`src/rtl/tiny_evg_pkg.sv`:
```
// rtl/tiny_evg_pkg.sv - shared tinyEVG event codes and shifter state type
// Purpose: event code constants used as parameter defaults, and the state
//          enum of the seconds event shifter.
// Ports:   none (package).
package tiny_evg_pkg;

    localparam logic [7:0] EVCODE_SHIFT0_DEF = 8'h70;
    localparam logic [7:0] EVCODE_SHIFT1_DEF = 8'h71;
    localparam logic [7:0] EVCODE_LATCH_DEF  = 8'h7D;

    typedef enum logic [1:0] {
        IDLE  = 2'd0,
        LATCH = 2'd1,
        GAP   = 2'd2,
        BIT   = 2'd3
    } shifterState_t;

endpackage

```
`src/rtl/seconds_event_shifter_if.sv`:
```
// rtl/seconds_event_shifter_if.sv - event handshake toward the event multiplexer
// Purpose: groups the valid/ack event channel.
// Ports:   eventCode  (master->slave, 8) event to transmit
//          eventValid (master->slave, 1) eventCode is pending
//          eventAck   (slave->master, 1) eventCode accepted this cycle
interface seconds_event_shifter_if;

    logic [7:0] eventCode;
    logic       eventValid;
    logic       eventAck;

    modport master (
        output eventCode,
        output eventValid,
        input  eventAck
    );

    modport slave (
        input  eventCode,
        input  eventValid,
        output eventAck
    );

endinterface

```
`src/rtl/seconds_event_shifter.sv`:
```
// rtl/seconds_event_shifter.sv - serializes next-second value into tinyEVG events
// Purpose: on each PPS strobe emits the seconds-latch event, then shifts out
//          seconds+1 as 32 shift-0/shift-1 events MSB first, with SHIFT_GAP
//          idle cycles after each accepted event.
// Ports:   clk          event clock, rising edge
//          rst          asynchronous active-high reset
//          seconds      current seconds (32), stable in clk domain
//          ppsStrobe    one-cycle second-boundary pulse
//          ev           event channel (master): eventCode/eventValid/eventAck
//          busy         sequence in progress
//          overrunCount saturating count of PPS strobes seen while busy (8)
import tiny_evg_pkg::*;

module seconds_event_shifter #(
    parameter int unsigned SHIFT_GAP     = 100,
    parameter logic [7:0]  EVCODE_SHIFT0 = EVCODE_SHIFT0_DEF,
    parameter logic [7:0]  EVCODE_SHIFT1 = EVCODE_SHIFT1_DEF,
    parameter logic [7:0]  EVCODE_LATCH  = EVCODE_LATCH_DEF
) (
    input  logic                           clk,
    input  logic                           rst,
    input  logic [31:0]                    seconds,
    input  logic                           ppsStrobe,
    seconds_event_shifter_if.master        ev,
    output logic                           busy,
    output logic [7:0]                     overrunCount
);

    localparam logic [15:0] GAP_LOAD = 16'(SHIFT_GAP);

    shifterState_t state, stateNext;
    logic [31:0]   shiftReg;
    logic [4:0]    bitIdx;
    logic [15:0]   gapCnt;
    logic          pendingPps;

    logic accept;
    logic restartReq;
    logic loadSeq;
    logic loadGap;
    logic decGap;
    logic decBit;

    assign accept     = ev.eventValid & ev.eventAck;
    // A PPS coinciding with an accept restarts just like one that arrived earlier.
    assign restartReq = pendingPps | ppsStrobe;

    always_comb begin
        stateNext = state;
        loadSeq   = 1'b0;
        loadGap   = 1'b0;
        decGap    = 1'b0;
        decBit    = 1'b0;
        case (state)
            IDLE: begin
                if (ppsStrobe) begin
                    stateNext = LATCH;
                    loadSeq   = 1'b1;
                end
            end
            LATCH: begin
                if (accept) begin
                    if (restartReq) begin
                        stateNext = LATCH;
                        loadSeq   = 1'b1;
                    end else if (SHIFT_GAP == 0) begin
                        stateNext = BIT;
                    end else begin
                        stateNext = GAP;
                        loadGap   = 1'b1;
                    end
                end
            end
            GAP: begin
                // gapCnt is loaded with SHIFT_GAP, so leaving at 1 yields exactly
                // SHIFT_GAP invalid cycles.
                if (pendingPps) begin
                    stateNext = LATCH;
                    loadSeq   = 1'b1;
                end else if (gapCnt <= 16'd1) begin
                    stateNext = BIT;
                end else begin
                    decGap = 1'b1;
                end
            end
            BIT: begin
                if (accept) begin
                    if (restartReq) begin
                        stateNext = LATCH;
                        loadSeq   = 1'b1;
                    end else if (bitIdx == 5'd0) begin
                        stateNext = IDLE;
                    end else begin
                        decBit = 1'b1;
                        if (SHIFT_GAP == 0) begin
                            stateNext = BIT;
                        end else begin
                            stateNext = GAP;
                            loadGap   = 1'b1;
                        end
                    end
                end
            end
            default: stateNext = IDLE;
        endcase
    end

    always_comb begin
        ev.eventValid = 1'b0;
        ev.eventCode  = 8'h00;
        case (state)
            LATCH: begin
                ev.eventValid = 1'b1;
                ev.eventCode  = EVCODE_LATCH;
            end
            BIT: begin
                ev.eventValid = 1'b1;
                ev.eventCode  = shiftReg[bitIdx] ? EVCODE_SHIFT1 : EVCODE_SHIFT0;
            end
            default: begin
                ev.eventValid = 1'b0;
                ev.eventCode  = 8'h00;
            end
        endcase
    end

    assign busy = (state != IDLE);

    always_ff @(posedge clk or posedge rst) begin
        if (rst) begin
            state        <= IDLE;
            shiftReg     <= 32'd0;
            bitIdx       <= 5'd0;
            gapCnt       <= 16'd0;
            pendingPps   <= 1'b0;
            overrunCount <= 8'd0;
        end else begin
            state <= stateNext;

            if (loadSeq) begin
                shiftReg <= seconds + 32'd1;
                bitIdx   <= 5'd31;
            end else if (decBit) begin
                bitIdx <= bitIdx - 5'd1;
            end

            if (loadGap) begin
                gapCnt <= GAP_LOAD;
            end else if (decGap) begin
                gapCnt <= gapCnt - 16'd1;
            end

            // A restart consumes any PPS seen so far, including one this cycle.
            if (loadSeq) begin
                pendingPps <= 1'b0;
            end else if (ppsStrobe && busy) begin
                pendingPps <= 1'b1;
            end

            if (ppsStrobe && busy && (overrunCount != 8'hFF)) begin
                overrunCount <= overrunCount + 8'd1;
            end
        end
    end

endmodule

```
`src/flat_wrapper.sv`:
```
// flat-port wrapper written by rule: the top's interface ports become plain ports
module seconds_event_shifter_flat 
#(
    parameter int unsigned SHIFT_GAP     = 100,
    parameter logic [7:0]  EVCODE_SHIFT0 = EVCODE_SHIFT0_DEF,
    parameter logic [7:0]  EVCODE_SHIFT1 = EVCODE_SHIFT1_DEF,
    parameter logic [7:0]  EVCODE_LATCH  = EVCODE_LATCH_DEF
)
  (clk, rst, seconds, ppsStrobe, busy, overrunCount, ev_eventCode, ev_eventValid, ev_eventAck);
  seconds_event_shifter_if ev_i ();
  input  logic clk;
  input  logic rst;
  input  logic [31:0] seconds;
  input  logic ppsStrobe;
  output logic busy;
  output logic [7:0] overrunCount;
  output wire logic [$bits(ev_i.eventCode)-1:0] ev_eventCode;
  output wire logic [$bits(ev_i.eventValid)-1:0] ev_eventValid;
  input wire logic [$bits(ev_i.eventAck)-1:0] ev_eventAck;
  assign ev_eventCode = ev_i.eventCode;
  assign ev_eventValid = ev_i.eventValid;
  assign ev_i.eventAck = ev_eventAck;
  seconds_event_shifter #(.SHIFT_GAP(SHIFT_GAP), .EVCODE_SHIFT0(EVCODE_SHIFT0), .EVCODE_SHIFT1(EVCODE_SHIFT1), .EVCODE_LATCH(EVCODE_LATCH)) u_core (.clk(clk), .rst(rst), .seconds(seconds), .ppsStrobe(ppsStrobe), .ev(ev_i), .busy(busy), .overrunCount(overrunCount));
endmodule
```
`config.mk`:
```
export PLATFORM = sky130hd
export DESIGN_NAME = seconds_event_shifter_flat
export DESIGN_NICKNAME = d
export VERILOG_FILES = /design/src/rtl/tiny_evg_pkg.sv /design/src/rtl/seconds_event_shifter_if.sv /design/src/rtl/seconds_event_shifter.sv /design/src/flat_wrapper.sv
export SDC_FILE = /design/constraint.sdc
export NUM_CORES = 1
export LEC_CHECK = 0
export BUFFER_PORTS_ARGS = -buffer_cell sky130_fd_sc_hd__buf_2
export CAP_MARGIN = 30
export CORE_MARGIN = 3
export CORE_UTILIZATION = 61
export CTS_CLUSTER_SIZE = 8
export DETAILED_ROUTE_END_ITERATION = 8
export GPL_TIMING_DRIVEN = 0
export MAX_ROUTING_LAYER = met4
export PLACE_DENSITY = 0.91
export SKIP_CTS_REPAIR_TIMING = 1
export SLEW_MARGIN = 10
export SYNTH_ARGS = -nofsm -noshare
export SYNTH_HDL_FRONTEND = slang
export SYNTH_SLANG_ARGS = --single-unit
```
`constraint.sdc`:
```
create_clock -name clk -period 3.5 [get_ports clk]
set_clock_uncertainty 0.1 [all_clocks]
set_input_delay 0.525 -clock clk [delete_from_list [all_inputs] [get_ports clk]]
set_output_delay 0.525 -clock clk [all_outputs]
set_load 0.05 [all_outputs]
```
# ---- Word-level counts from Yosys, hierarchy flattened
# Index checks and enable logic that the tools add are counted.
# W data, S select, Z words.
dict set report op_classes {
  bitwise 2
  eq_ne 8
  mux 35
  n_addsub 4
  n_lt_le_gt_ge 2
  n_reduce_logical 10
}
# cell count
set ops {}
lappend ops {{$add A32 B1 Y32 const B} 1}
lappend ops {{$mux W16} 2}
lappend ops {{$mux W1} 18}
lappend ops {{$le A16 B1 Y1 const B} 1}
lappend ops {{$mux W2} 8}
lappend ops {{$pmux W8 S2} 1}
lappend ops {{$sub A16 B1 Y16 const B} 1}
lappend ops {{$mux W5} 2}
lappend ops {{$add A8 B1 Y8 const B} 1}
lappend ops {{$ne A8 B8 Y1 const B} 1}
lappend ops {{$pmux W2 S4} 1}
lappend ops {{$reduce_bool A2 Y1} 4}
lappend ops {{$lt A5 B6 Y1 const B} 1}
lappend ops {{$bmux W1 S5} 1}
lappend ops {{$logic_not A5 Y1} 1}
lappend ops {{$sub A5 B1 Y5 const B} 1}
lappend ops {{$eq A2 B2 Y1 const B} 2}
lappend ops {{$ne A2 B1 Y1 const B} 2}
lappend ops {{$reduce_and A4 Y1} 1}
lappend ops {{$ne A3 B1 Y1 const B} 1}
lappend ops {{$pmux W1 S3} 1}
lappend ops {{$eq A2 B1 Y1 const B} 1}
lappend ops {{$logic_and A1 B1 Y1} 2}
lappend ops {{$logic_not A2 Y1} 1}
lappend ops {{other kinds (5)} 5}
dict set report totals {
  regBits 64
}

# ---- Depth between registers and ports, before layout
dict set report logic_depth {
  word_depth 8
  depth_mapped 7
  mapped_depth_nobuf 6
}

# ---- Worst setup path after synthesis
# OpenSTA, ideal clock, no wires.
dict set report synth_timing {
  path_kind {reg2out}
  start {register u_core.bitIdx[2]}
  end {output ev_eventCode[0]}
  required_ps 2875
  stages_incl_launch_ff 6
  path_slack_ps -766
  t_arrival_ps 3641
  path_cell_list {dfrtp_1 > clkbuf_1 > mux4_2 > mux2i_1 > o21a_1 > a2111oi_0}
}
dict set report synth_between {
  elab_chain_len 4
}
# element line
set synth_rtl {}
lappend synth_rtl {{start: declaration} seconds_event_shifter.sv:33} ;# logic [4:0] bitIdx;
lappend synth_rtl {{start signal: assignment} seconds_event_shifter.sv:144} ;# bitIdx <= bitIdx - 5'd1;
lappend synth_rtl {{$bmux W1 S5} seconds_event_shifter.sv:118} ;# ev.eventCode = shiftReg[bitIdx] ? EVCODE_SHIFT1 : EVCODE_SHIFT0;
lappend synth_rtl {{$mux W1 (implied by the code)} seconds_event_shifter.sv:118}
lappend synth_rtl {{$mux W1} seconds_event_shifter.sv:118}
lappend synth_rtl {{$pmux W8 S2} seconds_event_shifter.sv:111} ;# case (state)
lappend synth_rtl {{end: declaration} flat_wrapper.sv:17} ;# output wire logic [$bits(ev_i.eventCode)-1:0] ev_eventCode;
# Every way passes these cells. The select of a mux whose other input is x is not followed.

# ---- Final worst setup path
# Ends and elaborated chain as after synthesis.

==> impl_metrics.ini <==
[place]
place_ws_ps = 711.6
place.gp.congestion = 0.8876
hpwl_um = 6628
placement.io_buffers = 50

[route]
wl_per_cell_um = 16.25
drtIter0Drc = 289
postRouteAntennaNets = 0
drt-vias-per-instance = 6.313
route.detailed.drc = 0
first_pass_iters = 7
via_count = 3567
routed_wl_um = 9182

[layout]
area_delta_synth_final_pct = 14.44
diodes = 0
n_fill_cell = 443
drive_gt1_share_pct = 20.41
fin_nets = 527

[worst_hold_path]
hold_class = input port to asynchronous set/reset pin

[synth]
synth_seq_cells = 64
synthFlopType = dfrtp_1
syn_inst = 423
synth_warnings = 0
ys_seq_area_share_pct = 40.61
synth_cell_types = 55
syn_avg_cell_area_um2 = 9.323
synth_edf_count = 0
syn_area_mm2 = 0.003944
synthArstFlopShare_pct = 100.0

[flow_run]
cap_violations = 0

[sta]
setup_violations = 0
worst_pin_slew_ps = 783.6
hold_viol_final = 0
report.final.slew_viol_count = 0
max_freq_mhz = 309.5
fin_crit_sh_pct = 92.32
period_needed_ps = 3231
timing.final.ws_setup_ps = 268.9
fin_setup_tns_ps = 0
rsz0062_at_grt = false
max_slew_margin_pct = 47.02

[setup_path]
r2r-start = u_core.bitIdx[0]
r2r_slack_ps = 990
cp-startpoint = u_core.bitIdx[2]
cp-end-kind = primary output
cp-start-kind = flop
critical_path.max_fanout = 10
cp_data_required_time_ps = 2870
worstPathArrival_ps = 2610
reg2reg_to = u_core.bitIdx[4]
endpoint = ev_eventCode[0]
rr_worst_depth = 7
path_class = flop to primary output

[floorplanning]
die_h_um = 86.41
die_w_um = 86.41
coreArea_mm2 = 0.006096
die_area_mm2 = 0.007466
initial_utilization_pct = 64.70
core.rowCount = 28
pin_count = 54

[clock_network]
h-tree-depth = 3
cts_buffers = 9
clk_pin_slew_worst_paths_ps = 70
ctsRootBufferMaster = clkbuf_8
max-clock-path-buffers = 2
clock_latency_ps = 340
clock-sinks = 64
cts_tree = built

[power_and_ir_drop]
switchingPower_w = 0.001339
irDropWorstVdd_mv = 0.8523
swShare_pct = 42.27
intPower_w = 0.001829
power.share.clock_pct = 20.6
power_density_mw_per_mm2 = 701.8
p_comb_share_pct = 41.7
pwr-share-seq_pct = 37.7
power_leakage_nw = 1.830

[grt]
overflow = 0
antenna_found_initial = 0
gr-usage-met2_pct = 44.78
top_usage_layer = met2
grt_pass1_vias = 3430
grt_pass1_wl_um = 15220
grt_util_met3_pct = 5.228
use_met1_pct = 30.71
track_usage_pct = 26.37
grt_max_degree = 65

[status]
status = finished, final reports clean
[worst max-delay path, stage by stage (launching register included)]
cell,delay (ps)
dfrtp_1,460
clkbuf_1,470
mux4_2,310
mux2i_1,70
o21a_1,190
a2111oi_2,420
buf_2,340
[kinds of logic (layout without fill, tap and decap cells)]
group,Yosys count,in the layout,share of synthesized area (%)
AOI/OAI and AO/OA,91,91,15.32
xor gates and xnor gates,22,22,4.886
muxes,21,21,7.329
other,1,2,0.09509
adders and majority gates,6,6,1.904
and+or+nand+nor,177,177,25.25
DFF,64,64,40.61
buffers and inverters,41,107,4.600
[through the flow]
step | hold slack [ps] | instance area (µm²) | cells | utilization [%] | power, W
final | 218.7 | 4513 | 565 | 74.04 | 0.003167
after global routing | 267.4 | 4513 | 565 | 74.04 | 0.003349
after CTS | 241.9 | 4513 | 565 | 74.04 | 0.003173
after detailed placement | 373.0 | 4307 | 549 | 70.65 | 0.002509
after global placement | 356.7 | 4298 | 549 | 70.50 | 0.002439
after floorplan | 341.1 | 3954 | 424 | - | 0.002167
[registers in the layout, summed over array words and instances, names as in the netlist]
signal,cells
u_core.shiftReg,32
u_core.gapCnt,16
u_core.overrunCount,8
u_core.bitIdx,5
u_core.state,2
u_core.pendingPps,1
[cells in the mapped netlist, types with 4 or more instances]
cell	n	share of area [%]
a211o_1	4	0.89
a21oi_1	13	1.6
a31oi_1	19	3.0
and2_1	6	0.95
and3_1	6	0.95
buf_2	4	0.51
buf_4	6	1.1
clkbuf_1	19	1.8
dfrtp_1	64	41
ha_1	6	1.9
inv_1	12	1.1
mux2i_1	12	3.0
mux4_2	6	3.4
nand2_1	37	3.5
nand3_1	17	2.2
nand4_1	13	2.1
nor2_1	29	2.8
nor3_1	7	0.89
nor4_1	6	0.95
o21ai_0	22	2.8
o31ai_1	18	3.4
or3_1	10	1.6
or4_1	20	3.8
xnor2_1	14	3.1
xor2_1	8	1.8
[placed cells by master, fill, tap and decap left out, types with 2 or more instances in the layout]
cell	count
a211o_1	4
a211oi_1	3
a21oi_1	13
a31oi_1	19
and2_1	6
and3_1	6
and4_1	2
buf_2	54
buf_4	6
clkbuf_1	19
clkbuf_8	11
clkinv_2	2
clkinvlp_4	2
conb_1	2
dfrtp_1	64
ha_1	6
inv_1	11
mux2_2	3
mux2i_1	12
mux4_2	6
nand2_1	37
nand2b_1	2
nand3_1	17
nand3b_1	3
nand4_1	13
nor2_1	29
nor2b_1	3
nor3_1	7
nor4_1	6
nor4b_1	2
o21ai_0	22
o31ai_1	18
or2_2	3
or3_1	10
or3_2	2
or4_1	20
xnor2_1	14
xor2_1	8
[worst min-delay path by stage]
stage	end	slack (ps)	depth (start not counted)
6_report	u_core.shiftReg[31]	220	2
5_1_grt	u_core.overrunCount[2]	270	2
2_1_floorplan	u_core.shiftReg[1]	340	2
4_1_cts	u_core.shiftReg[31]	240	2
3_5_place_dp	u_core.shiftReg[13]	370	2
3_3_place_gp	u_core.shiftReg[3]	360	2
[final cells by class]
type | count | area, µm² | area share [%]
clock inverters | 5 | 55.05 | 1.220
multi-input cells | 319 | 2177 | 48.24
clock buffers | 11 | 151.4 | 3.355
repair buffers | 50 | 250.2 | 5.545
inverters | 12 | 47.55 | 1.054
plain buffers | 29 | 136.4 | 3.022
flip-flops and latches | 64 | 1602 | 35.49
well taps | 75 | 93.84 | 2.079
[routing by layer]
metal	up-vias	share of wire (%)
met3	27	6.8
met2	148	49
met5	-	0
met4	0	2.4
li1	1709	-
met1	1683	41
[power by group through the flow]
| stage | clock network [W] | registers [W] | logic (W) |
|---|---|---|---|
| floorplan | 0 | 0.00127 | 0.000897 |
| global placement | 0 | 0.00118 | 0.00126 |
| detailed placement | 0 | 0.00120 | 0.00131 |
| CTS | 0.000662 | 0.00119 | 0.00132 |
| global route | 0.000692 | 0.00122 | 0.00143 |
| finish | 0.000652 | 0.00120 | 0.00132 |
Note: power is estimated with default switching activity, not from simulation.
